<file path="src/rtl/sar_search_4b.sv">
// Successive-approximation search controller.
// Drives a probe into a greater-than comparator, reads gt back and binary-searches
// the hidden target one bit per cycle, MSB first. The result is returned on a
// val/rdy output stream.
module sar_search_4b #(
    parameter int unsigned nbits = 4
) (
    input  logic             clk,
    input  logic             reset,
    input  logic             istream_val,
    output logic             istream_rdy,
    output logic [nbits-1:0] probe,
    input  logic             gt,
    output logic             ostream_val,
    input  logic             ostream_rdy,
    output logic [nbits-1:0] ostream_msg
);

    localparam int unsigned IdxW = (nbits > 1) ? $clog2(nbits) : 1;
    localparam logic [IdxW-1:0] IdxTop = IdxW'(nbits - 1);

    typedef enum logic [1:0] {
        StIdle,
        StSearch,
        StDone
    } state_e;

    state_e           state_q, state_d;
    logic [nbits-1:0] result_q, result_d;
    logic [IdxW-1:0]  idx_q, idx_d;
    logic [nbits-1:0] trial;

    // Bits below idx are always zero in result, so the OR never carries out of range.
    assign trial = result_q | (nbits'(1) << idx_q);

    // Result is driven at all times; it is only meaningful while ostream_val is high.
    assign ostream_msg = result_q;

    // Next-state and output decode; probe stays zero outside the search.
    always_comb begin
        state_d     = state_q;
        result_d    = result_q;
        idx_d       = idx_q;
        istream_rdy = 1'b0;
        ostream_val = 1'b0;
        probe       = '0;
        case (state_q)
            StIdle: begin
                istream_rdy = 1'b1;
                if (istream_val) begin
                    result_d = '0;
                    idx_d    = IdxTop;
                    state_d  = StSearch;
                end
            end
            StSearch: begin
                probe = trial;
                // Keep the trial bit only when the probe does not overshoot the target.
                if (!gt) begin
                    result_d = trial;
                end
                if (idx_q == '0) begin
                    state_d = StDone;
                end else begin
                    idx_d = idx_q - IdxW'(1);
                end
            end
            StDone: begin
                ostream_val = 1'b1;
                if (ostream_rdy) begin
                    state_d = StIdle;
                end
            end
            default: begin
                state_d = StIdle;
            end
        endcase
    end

    // State registers; reset abandons any search in flight.
    always_ff @(posedge clk or posedge reset) begin
        if (reset) begin
            state_q  <= StIdle;
            result_q <= '0;
            idx_q    <= '0;
        end else begin
            state_q  <= state_d;
            result_q <= result_d;
            idx_q    <= idx_d;
        end
    end

endmodule

</file>
<file path="config.mk">
export PLATFORM = sky130hd
export DESIGN_NAME = sar_search_4b
export DESIGN_NICKNAME = d
export VERILOG_FILES = /design/src/rtl/sar_search_4b.sv
export SDC_FILE = /design/constraint.sdc
export NUM_CORES = 1
export LEC_CHECK = 0
export CAP_MARGIN = 20
export CORE_MARGIN = 10
export CORE_UTILIZATION = 39
export DETAILED_ROUTE_END_ITERATION = 8
export HOLD_SLACK_MARGIN = 0.12
export PLACE_DENSITY = 0.68
export SYNTH_ARGS = -nofsm -noshare
export SYNTH_HDL_FRONTEND = slang
export SYNTH_SLANG_ARGS = --single-unit
</file>
<file path="constraint.sdc">
create_clock -name clk -period 1.4 [get_ports clk]
set_clock_uncertainty 0.15 [all_clocks]
set_input_delay 0.21 -clock clk [delete_from_list [all_inputs] [get_ports clk]]
set_output_delay 0.21 -clock clk [all_outputs]
set_load 0.01 [all_outputs]
</file>
; Word-level counts from Yosys, hierarchy flattened
; Index checks and enable logic that the tools add are counted.
[word_totals]
in_bits = 5
romBits = 0
latch_bits = 0
word_cells = 32
ram_bits = 0
mem_count = 0
out_inout_bits = 10
regBits = 8
[classes]
eq_ne = 7
div_mod_pow = 0
bitwise = 1
shift = 1
magnitude_cmp = 0
reduce_logical = 6
muxes = 13
n_addsub = 1
n_mul = 0
[op_table]
columns = operator, n
row1 = 2-to-1 mux 4 bit, 3
row2 = 2-to-1 mux 2 bit, 5
row3 = "inequality test 2 bit, second input constant", 5
row4 = AND reduction 3 bit, 3
row5 = one-hot mux 4 bit (2 select lines), 1
row6 = one-hot mux 2 bit (3 select lines), 1
row7 = zero test 2 bit, 2
row8 = bitwise OR 4 bit, 1
row9 = one-hot mux 2 bit (2 select lines), 1
row10 = "<< shifter 1 x 2 -> 4 bit, first input constant", 1
row11 = "equality test 2 x 1 -> 1 bit, second input constant", 1
row12 = "equality test 2 bit, second input constant", 1
row13 = 2-to-1 mux 1 bit, 2
row14 = nonzero test 2 bit, 1
row15 = "subtractor 2 x 1 -> 2 bit, second input constant", 1

; Depth between registers and ports, before layout
; Gate-level depths: netlist of the first run.
[depth]
ltp_word = 4
mapped_depth = 4
ltp_nobuf = 4

; Worst setup path after synthesis of the first run
; OpenSTA, ideal clock, no wires.
[synth_timing]
path_kind = reg-to-reg
start = register idx_q[0]
end = register idx_q[0]
arrival_time_ns = 1.130
stages_incl_launch_ff = 5
slack_ns = -0.003
path_cell_list = dfrtp_1 > inv_1 > ha_1 > or2_1 > o221a_1
[synth_via]
elab_chain_cells = 3
[synth_lines]
columns = element, line_no
row1 = start: declaration, 30  ; logic [IdxW-1:0] idx_q, idx_d;
row2 = start signal: assignment, 89  ; idx_q <= idx_d;
row3 = subtractor 2 x 1 -> 2 bit / zero test 2 bit (equally long branches), "65, 62"
row4 = 2-to-1 mux 2 bit / inequality test 2 bit (equally long branches), -
row5 = one-hot mux 2 bit (2 select lines) / AND reduction 3 bit (equally long branches), -
; Several ways; a longest one is shown, not always the timed one. The select of a mux whose other input is x is not followed.
; A chain may end at the register's enable or synchronous reset.

; Worst setup path in the final report of the first run
[layout_timing]
start = register idx_q[0]
end = output port probe[0]
[layout_via]
elab_chain_cells = 3
[layout_lines]
columns = element, line_no
row1 = << shifter 1 x 2 -> 4 bit, 34  ; assign trial = result_q | (nbits'(1) << idx_q);
row2 = bitwise OR 4 bit, 34
row3 = 2-to-1 mux 4 bit, 47  ; case (state_q)
row4 = end: declaration, 12  ; output logic [nbits-1:0] probe,
; Every way passes these cells.

==> results of run 1 <==
==> cell type report <==
class	count	area, sq um
multi-input combinational	41	348
tap	14	17.5
fill	89	280
clock buffer	3	22.5
sequential	8	201
timing repair buffer	32	272
inverter	8	30.0
==> layer usage <==
layer,GRT usage (%),up-vias,part of all wire [%]
met1,9.52,253,45
met5,0,-,0
met2,12.6,16,44
met4,5.46,0,1.5
met3,4.56,2,9.2
li1,-,263,-
==> metrics by stage <==
step | cell area [sq um] | util (%) | power [W]
finish | 891 | 76.1 | 0.00212
global route | 891 | 76.1 | 0.00230
CTS | 825 | 70.4 | 0.00190
detailed placement | 742 | 63.4 | 0.00168
global placement | 742 | 63.4 | 0.00167
floorplan | 513 | - | 0.00107
==> registers in the layout, indices dropped and copies added, names as in the netlist <==
register     flops
ostream_msg      4
state_q          2
idx_q            2
==> final timing paths <==
check	end	slack [ns]	cells after the start
setup / recovery	probe[0]	-0.19	5
hold reg to reg	ostream_msg[3]	0.46	2
setup reg to reg	idx_q[1]	-0.12	5
min in group asynchronous	idx_q[0]	0.62	3
max in group asynchronous	state_q[0]	0.21	3
hold / removal	state_q[0]	0.43	3
==> logic make-up (layout without fill, tap and decap cells) <==
| kind of cell | count (synthesis) | count (layout) | synth area share (%) |
|---|---|---|---|
| compound gates | 9 | 9 | 15.9 |
| buf+inv | 10 | 43 | 9.56 |
| fa+ha+maj | 4 | 4 | 9.80 |
| simple gates | 28 | 28 | 25.5 |
| flops | 8 | 8 | 39.2 |
==> synthesized netlist by cell type <==
library cell   n
o21ba_1        1
o221ai_1       4
or2_1          2
nor2b_1        2
nand2_1       10
o221a_1        2
a21oi_1        1
dfrtp_1        8
ha_1           4
buf_4          1
nand2b_1       3
nand3b_1       2
inv_1          8
o2bb2ai_1      1
nor2_1         9
buf_6          1
==> worst register-to-register path, stage by stage, from the launching register on <==
cell,delay [ns]
dfrtp_1,0.43
inv_2,0.10
ha_4,0.18
buf_6,0.11
or2_1,0.24
o221a_1,0.21
==> power by group through the flow <==
stage	registers, W	clock network, W	logic, W
finish	0.000488	0.000178	0.00146
floorplan	0.000474	0	0.000597
detailed placement	0.000451	0	0.00123
CTS	0.000450	0.000182	0.00127
global route	0.000502	0.000189	0.00161
global placement	0.000447	0	0.00122
==> timing repair <==
action | 4_1_cts | 5_1_grt
pin swaps | 7 | 5
endpoints found under the hold margin | 8 | 0
setup endpoints to repair | 12 | 14
hold buffers | 1 | 0
setup buffers | 4 | 1
gates resized for setup | 42 | 15
==> run_results.csv, run 1 <==
group,metric,value,unit
drt,drtPass1Iterations,4,
synth,yosysTopAreaCellShare,39.2,%
timing,fmax,631,MHz
timing,rsz0062_at_grt,"yes",
floorplan,die_h,56.2,um
synth,yosysWarnings,0,
drt,drtAntennaViolNets,0,
layout,final_nets,103,
timing,fin_tns_setup,-0.878,ns
floorplan,design.die.area,0.00316,sq mm
grt,grt_overflow,0,
setup_path,cp_top_family,"flip-flops",
power,p_sw,0.000878,W
synth,syn_inst,59,
clock_tree,cts_inserted_buffers,3,
power,combPwrFrac,68.6,%
clock_tree,root_buffer,"clkbuf_4",
drt,wl_per_cell,14.3,um
setup_path,rr_startpoint,"idx_q[0]",
synth,ys_ff_latch,8,
synth,seq_area_frac_synth,39.2,%
floorplan,die-width,56.2,um
setup_path,worst_setup_path_start_kind,"flip-flop",
synth,synth.distinct_cells,16,
drt,drc_errors,0,
layout,n_antenna_cell,0,
synth,synth_area_leaders,"dfrtp_1 (39%), ha_1 (9.8%), nand2_1 (7.4%)",
layout,drive_gt1_share,47.8,%
grt,grt_max_degree,9,
timing,period_needed,1.59,ns
clock_tree,clock_latency,0.26,ns
power,intPower,0.00124,W
min_path,min_path_type,"in2reg",
timing,hold_violations,0,
power,swShare,41.4,%
clock_tree,cts_tree,"yes",
timing,slew_headroom,78.6,%
floorplan,initial_utilization,43.6,%
placement,io_buffers,14,
setup_path,startpoint,"idx_q[0]",
layout,layout_commonest_cell,"buf_4",
synth,yosys.area.top_type,"dfrtp_1",
setup_path,cp_max_fo,4,
flow_run,maxCapViolations,0,
grt,antenna_found_initial,0,
placement,place_inst,97,
setup_path,end_kind,"output pin",
grt,grtUsageTotal,8.64,%
placement,detailedPlacementHpwl,955,um
timing,slew_violations,0,
timing,setup_viol,8,
clock_tree,path_clk_slew,0.06,ns
floorplan,num_rows,12,
power,p_leak,0.426,nW
min_path,min_from,"istream_val",
synth,syn_avg_cell_area,8.65,sq um
drt,vias,534,
timing,worstMarginPinSlew,0.321,ns
timing,timing.hold.ws,0.428,ns
status,outcome,"finished, violations left",
layout,layout_common_cells,"buf_4 (11), nand2_1 (9), dfrtp_1 (7), buf_6 (7)",
setup_path,cp_data_arrival_time,1.23,ns
setup_path,max_stage_delay,0.43,ns
floorplan,core_area,0.00117,sq mm
clock_tree,clock_sinks,8,
clock_tree,clockBufferDepth,2,
status,violations,"negative setup slack",
layout,area_delta_synth_final,74.5,%
setup_path,crit_path_cell_trace,"inv_2 -> ha_4 -> nor2_2 -> nor2_1 -> buf_2",
synth,synth_nets,68,
placement,gp_congestion,0.721,
grt,grt_pass1_vias,480,
layout,fin_cells,106,
power,pwr-share-seq,23.0,%
timing,fin_crit_sh,113,%
floorplan,io_pins,15,
power,p_clk_share,8.4,%
power,p_per_area,2380,mW/mm^2
power,vdd_ir_drop_max,0.00119,V
setup_path,critical-path-slowest-cell,"dfrtp_1",
setup_path,cp.required,1.04,ns
timing,postLayoutSetupSlackWorst,-0.186,ns
setup_path,cp_num_buf_inv,2,
drt,drt-initial-drc-count,7,
clock_tree,htree_levels,1,
grt,grt_pass1_wl,2.20,mm
synth,syn_area,510,sq um
placement,dp_slack,-0.288,ns
drt,routed_via_density,5.04,
setup_path,worst-setup-path-type,"reg2out",
drt,finalWirelength,1.51,mm
(Power assumes the default switching activity.)
==> inputs of run 2 (changes only) <==
CTS_CLUSTER_DIAMETER = 60   (was default)
GPL_ROUTABILITY_DRIVEN = 0   (was default)
==> results of run 2 <==
Same layout as run 1: the final DEF is identical, and so are final timing and power.
